## config.mk

```make
export PLATFORM = sky130hd
export DESIGN_NAME = muldiv_unit
export DESIGN_NICKNAME = d
export VERILOG_FILES = /design/src/rtl/muldiv_pkg.sv /design/src/rtl/muldiv_unit.sv
export SDC_FILE = /design/constraint.sdc
export NUM_CORES = 1
export LEC_CHECK = 0
export CAP_MARGIN = 20
export CORE_MARGIN = 1
export CORE_UTILIZATION = 35
export DETAILED_ROUTE_END_ITERATION = 8
export GPL_ROUTABILITY_DRIVEN = 0
export SKIP_CTS_REPAIR_TIMING = 1
export SYNTH_ARGS = -nofsm -noshare
export SYNTH_HDL_FRONTEND = slang
export SYNTH_SLANG_ARGS = --single-unit
```

## constraint.sdc

```tcl
create_clock -name clk -period 4.2 [get_ports clk]
set_input_delay 0.84 -clock clk [delete_from_list [all_inputs] [get_ports clk]]
set_output_delay 0.84 -clock clk [all_outputs]
set_load 0.02 [all_outputs]
```

## src/rtl/muldiv_pkg.sv

```systemverilog
// Shared encodings and constants for the iterative multiply/divide unit.
package muldiv_pkg;

    localparam int ITER = 32;

    localparam logic [1:0] OP_MULT  = 2'b00;
    localparam logic [1:0] OP_MULTU = 2'b01;
    localparam logic [1:0] OP_DIV   = 2'b10;
    localparam logic [1:0] OP_DIVU  = 2'b11;

    typedef enum logic [1:0] {
        ST_IDLE = 2'b00,
        ST_MUL  = 2'b01,
        ST_DIV  = 2'b10,
        ST_FIX  = 2'b11
    } state_e;

    // Magnitude of a 32-bit operand; 0x80000000 maps to itself, which the
    // unsigned datapath then reads as +2^31.
    function automatic logic [31:0] abs32(input logic [31:0] v, input logic is_signed);
        return (is_signed && v[31]) ? (~v + 32'd1) : v;
    endfunction

endpackage

```

## src/rtl/muldiv_unit.sv

```systemverilog
// Iterative 32-bit multiply/divide unit with HI/LO result registers.
// One shift-add or restoring shift-subtract step per cycle on magnitudes,
// followed by one sign-fix cycle; fixed 33-edge latency for every op.
//
//   state   | meaning
//   --------+------------------------------------------------------------
//   ST_IDLE | waiting; accepts start (priority) or mthi/mtlo moves
//   ST_MUL  | 32 shift-add steps on the shared 64-bit accumulator
//   ST_DIV  | 32 restoring shift-subtract steps on the same accumulator
//   ST_FIX  | apply result signs, write HI/LO, pulse done
module muldiv_unit
    import muldiv_pkg::*;
#(
    parameter int XLEN = 32
) (
    input  logic            clk,
    input  logic            rst,
    input  logic            start,
    input  logic [1:0]      op,
    input  logic [XLEN-1:0] rs_data,
    input  logic [XLEN-1:0] rt_data,
    input  logic            mthi,
    input  logic            mtlo,
    output logic            busy,
    output logic            done,
    output logic [XLEN-1:0] hi,
    output logic [XLEN-1:0] lo
);

    state_e              state_q, state_d;
    logic [5:0]          cnt_q, cnt_d;
    logic [2*XLEN-1:0]   acc_q, acc_d;
    logic [XLEN-1:0]     opnd_q, opnd_d;
    logic                neg_res_q, neg_res_d;
    logic                neg_rem_q, neg_rem_d;
    logic                div0_q, div0_d;
    logic                is_div_q, is_div_d;
    logic [XLEN-1:0]     hi_q, hi_d;
    logic [XLEN-1:0]     lo_q, lo_d;
    logic                done_q, done_d;

    logic                is_signed;
    logic [XLEN-1:0]     rs_abs, rt_abs;
    logic [XLEN:0]       mul_sum;
    logic [2*XLEN-1:0]   mul_next;
    logic [XLEN:0]       div_tmp;
    logic                div_fits;
    logic [XLEN-1:0]     div_sub;
    logic [2*XLEN-1:0]   div_next;
    logic [2*XLEN-1:0]   prod_fix;
    logic [XLEN-1:0]     rem_fix, quo_fix;

    assign is_signed = ~op[0];
    assign rs_abs    = abs32(rs_data, is_signed);
    assign rt_abs    = abs32(rt_data, is_signed);

    // Multiply step: acc = {partial product, remaining multiplier bits}.
    assign mul_sum  = {1'b0, acc_q[2*XLEN-1:XLEN]}
                    + (acc_q[0] ? {1'b0, opnd_q} : {(XLEN+1){1'b0}});
    assign mul_next = {mul_sum, acc_q[XLEN-1:1]};

    // Divide step: acc = {remainder, dividend bits shifting into quotient}.
    // A zero divisor always "fits", giving quotient all-ones and the
    // dividend back as remainder without any special path.
    assign div_tmp  = acc_q[2*XLEN-1:XLEN-1];
    assign div_fits = (div_tmp >= {1'b0, opnd_q});
    assign div_sub  = div_tmp[XLEN-1:0] - opnd_q;
    assign div_next = div_fits ? {div_sub, acc_q[XLEN-2:0], 1'b1}
                               : {div_tmp[XLEN-1:0], acc_q[XLEN-2:0], 1'b0};

    assign prod_fix = neg_res_q ? (~acc_q + 1'b1) : acc_q;
    assign rem_fix  = neg_rem_q ? (~acc_q[2*XLEN-1:XLEN] + 1'b1) : acc_q[2*XLEN-1:XLEN];
    assign quo_fix  = div0_q    ? {XLEN{1'b1}}
                    : (neg_res_q ? (~acc_q[XLEN-1:0] + 1'b1) : acc_q[XLEN-1:0]);

    // Next-state and datapath control.
    always_comb begin
        state_d   = state_q;
        cnt_d     = cnt_q;
        acc_d     = acc_q;
        opnd_d    = opnd_q;
        neg_res_d = neg_res_q;
        neg_rem_d = neg_rem_q;
        div0_d    = div0_q;
        is_div_d  = is_div_q;
        hi_d      = hi_q;
        lo_d      = lo_q;
        done_d    = 1'b0;

        case (state_q)
            ST_IDLE: begin
                if (start) begin
                    state_d   = op[1] ? ST_DIV : ST_MUL;
                    cnt_d     = '0;
                    is_div_d  = op[1];
                    neg_res_d = is_signed & (rs_data[XLEN-1] ^ rt_data[XLEN-1]);
                    neg_rem_d = is_signed & rs_data[XLEN-1];
                    div0_d    = (rt_data == '0);
                    if (op[1]) begin
                        opnd_d = rt_abs;
                        acc_d  = {{XLEN{1'b0}}, rs_abs};
                    end else begin
                        opnd_d = rs_abs;
                        acc_d  = {{XLEN{1'b0}}, rt_abs};
                    end
                end else begin
                    if (mthi) hi_d = rs_data;
                    if (mtlo) lo_d = rs_data;
                end
            end
            ST_MUL: begin
                acc_d = mul_next;
                cnt_d = cnt_q + 6'd1;
                if (cnt_q == 6'(ITER - 1)) state_d = ST_FIX;
            end
            ST_DIV: begin
                acc_d = div_next;
                cnt_d = cnt_q + 6'd1;
                if (cnt_q == 6'(ITER - 1)) state_d = ST_FIX;
            end
            ST_FIX: begin
                if (is_div_q) begin
                    hi_d = rem_fix;
                    lo_d = quo_fix;
                end else begin
                    hi_d = prod_fix[2*XLEN-1:XLEN];
                    lo_d = prod_fix[XLEN-1:0];
                end
                done_d  = 1'b1;
                state_d = ST_IDLE;
            end
            default: state_d = ST_IDLE;
        endcase
    end

    // State and datapath registers; synchronous reset aborts any operation.
    always_ff @(posedge clk) begin
        if (rst) begin
            state_q   <= ST_IDLE;
            cnt_q     <= '0;
            acc_q     <= '0;
            opnd_q    <= '0;
            neg_res_q <= 1'b0;
            neg_rem_q <= 1'b0;
            div0_q    <= 1'b0;
            is_div_q  <= 1'b0;
            hi_q      <= '0;
            lo_q      <= '0;
            done_q    <= 1'b0;
        end else begin
            state_q   <= state_d;
            cnt_q     <= cnt_d;
            acc_q     <= acc_d;
            opnd_q    <= opnd_d;
            neg_res_q <= neg_res_d;
            neg_rem_q <= neg_rem_d;
            div0_q    <= div0_d;
            is_div_q  <= is_div_d;
            hi_q      <= hi_d;
            lo_q      <= lo_d;
            done_q    <= done_d;
        end
    end

    assign busy = (state_q != ST_IDLE);
    assign done = done_q;
    assign hi   = hi_q;
    assign lo   = lo_q;

endmodule

```

==> results_dict.tcl <==
set metrics [dict create \
    io_buffers 136 \
    dp.final_hpwl_mm 47.54 \
    yosys.area.top_type_share_pct 22.88 \
    area_growth_pct 17.59 \
    grt_pass1_vias 15640 \
    synth_seq_cells 173 \
    synth-async-reset-ratio_pct 0 \
    die_w_um 210.0 \
    clk_pin_slew_ns 0.07 \
    slew_headroom_pct 31.96 \
    core_um2 42320 \
    max_freq_ghz 0.2717 \
    arrival_ns 3.99 \
    synthFlopType "dfxtp_1" \
    cp_num_buf_inv 2 \
    leakage_nw 7.025 \
    outcome "complete, no violations" \
    synth.area.top_cells "dfxtp_1 23%, a21oi_1 8.4%, nor2_1 6.3%" \
    synth.net_count 2279 \
    slowest_delay_ns 0.60 \
    htreeDepth 4 \
    skew_ns 0.02014 \
    mappedNetlistArea_um2 15140 \
    drc 0 \
    p_sw_share_pct 49.65 \
    grt_usage_pct 27.42 \
    numCtsBuffers 17 \
    fillers 4380 \
    maxSlewViolCount 0 \
    cts_buffer_depth 2 \
    initial_core_util_pct 35.77 \
    cp_slowest_cell "a2111oi_0" \
    internal_power_mw 4.558 \
    ys_seq_area_share_pct 22.88 \
    vdd_drop_max_v 0.0003585 \
    fin_crit_ns 3.681 \
    routed_wl_mm 61.17 \
    crit_family "compound AO/OA/AOI/OAI gates" \
    synth_edf_count 0 \
    nets 2353 \
    cts-root-buf "clkbuf_16" \
    final_area_um2 17800 \
    p_switching_mw 4.495 \
    vias_per_cell 6.014 \
    rows 75 \
    tightest_slew_ns 1.017 \
    grt_overflow 0 \
    multi_input_area_um2 10790 \
    power.share.clock_pct 17.6 \
    p_seq_share_pct 26.3 \
    setup_violations 0 \
    seqCellArea_um2 3463 \
    synth_cell_types 79 \
    grt_max_degree 85 \
    hp-class "flop to flop" \
    netlist_instances 2133 \
    ys_warn_count 0 \
    crit_fanout 25 \
    drive_above_1_share_pct 6.577 \
    first_iter_violations 2073 \
    layout_common_cells "252 x nor2_1, 252 x a21oi_1, 216 x nand2_1" \
    syn_avg_cell_area_um2 7.097 \
    cap_violations 0 \
    timing.final.crit_share_pct 87.64 \
    clkLatencyLatePin_ns 0.48 \
    powerDensity_nw_per_um2 508.6 \
    cp_cell_sequence "inv_1 -> ha_1 -> a41oi_1 -> o21ai_0 -> a2111oi_0 -> a31oi_1 -> nand4_1 -> and3_2 -> buf_12 -> nand2b_1 -> a311o_1 -> a21oi_1" \
    placed_cell_area_um2 17220 \
    grt_antenna_before_repair 3 \
    drtAntennaViolNets 0 \
    combinationalPowerShare_pct 56.1 \
    cts_tree "done" \
    worstSetupPathType "flop to flop" \
    timing.final.hold_violations 0 \
    io_pins 137 \
    wl_per_cell_um 21.86 \
    dr.pass1.iters 5 \
    num_vias 16830 \
    synth_top_area_cell "dfxtp_1" \
    holdWs_ns 0.4521 \
    cp_data_required_time_ns 4.51 \
    fin_tns_setup_ns 0 \
    grt_setup_unrepaired "no" \
    cp-end-kind "flop" \
    grt_pass1_wl_mm 92.95 \
    die_h_um 210.0 \
    clock-sinks 173 \
    startpoint_type "flop" \
    dieArea_um2 44090 \
]
==> cells in the mapped netlist (14+ instances only) <==
| cell | number |
|---|---|
| nand2b_1 | 14 |
| xnor2_1 | 97 |
| a21oi_1 | 255 |
| dfxtp_1 | 173 |
| nor4_1 | 26 |
| nor2_1 | 253 |
| o221ai_1 | 17 |
| or4_1 | 20 |
| nand2_1 | 216 |
| a22oi_1 | 38 |
| a211oi_1 | 49 |
| o21ai_0 | 136 |
| o31ai_1 | 22 |
| clkbuf_1 | 133 |
| o211ai_1 | 37 |
| a31oi_1 | 20 |
| buf_1 | 17 |
| nor3_1 | 34 |
| xor2_1 | 78 |
| a21o_1 | 43 |
| nand4_1 | 30 |
| or3_1 | 18 |
| ha_1 | 73 |
| inv_1 | 80 |
| mux2i_1 | 27 |
| nand3_1 | 29 |
==> power by group through the flow <==
stage	Combinational, mW	Clock, mW	Sequential (mW)
2_1_floorplan	3.35	0	2.31
3_3_place_gp	4.89	0	2.39
3_5_place_dp	4.92	0	2.40
4_1_cts	4.94	1.61	2.36
5_1_grt	5.48	1.67	2.42
6_report	5.08	1.60	2.38
==> worst min-delay path, stage by stage (launching register included) <==
cell and delay, ns:
dfxtp_1 0.31, nand2_1 0.05, a21oi_1 0.05
==> cell families after synthesis <==
group / Yosys count / synth area share, %
xor gates and xnor gates: 175 / 10.12
adders and majority gates: 75 / 6.298
and+or+nand+nor: 702 / 21.39
buffers and inverters: 239 / 6.091
AOI/OAI and AO/OA: 737 / 31.06
muxes: 32 / 2.157
DFF: 173 / 22.88
==> layout make-up <==
class | count | area share [%]
sequential | 173 | 19.46
inverter | 80 | 1.687
clock buffer | 20 | 2.566
timing repair buffer | 214 | 11.04
clock inverter | 12 | 0.5834
antenna | 1 | 0.01406
multi-input combinational | 1721 | 60.60
tap | 577 | 4.056
==> routing by layer <==
metal	share of wire (%)	track usage [%]	vias up
met3	9.7	7.136	122
met5	0.044	0	-
met1	44	37.10	8033
met4	3.0	9.237	4
li1	-	-	7867
met2	44	42.09	802
==> state kept, by name (all words and copies together), names as in the netlist <==
name       cells
acc_q         64
cnt_q          6
div0_q         1
done           1
hi            32
is_div_q       1
lo            32
neg_rem_q      1
neg_res_q      1
opnd_q        32
state_q        2
==> metrics by stage <==
stage	utilization, %	power, mW	setup slack, ns	cells
final	42.06	9.054	0.5192	2798
after global routing	42.05	9.574	0.3073	2797
after CTS	42.01	8.912	0.5571	2796
after detailed placement	40.68	7.325	0.4009	2764
after global placement	40.68	7.277	0.4239	2764
after floorplan	-	5.660	1.138	2133
==> worst paths after layout <==
check | from | slack (ns) | cells after the start | endpoint
min reg2reg | opnd_q[16] | 0.45 | 2 | opnd_q[16]
min | opnd_q[16] | 0.45 | 2 | opnd_q[16]
max reg2reg | opnd_q[18] | 0.52 | 12 | acc_q[0]
max | opnd_q[18] | 0.52 | 12 | acc_q[0]
No activity file was read; power rests on OpenSTA's default activity.
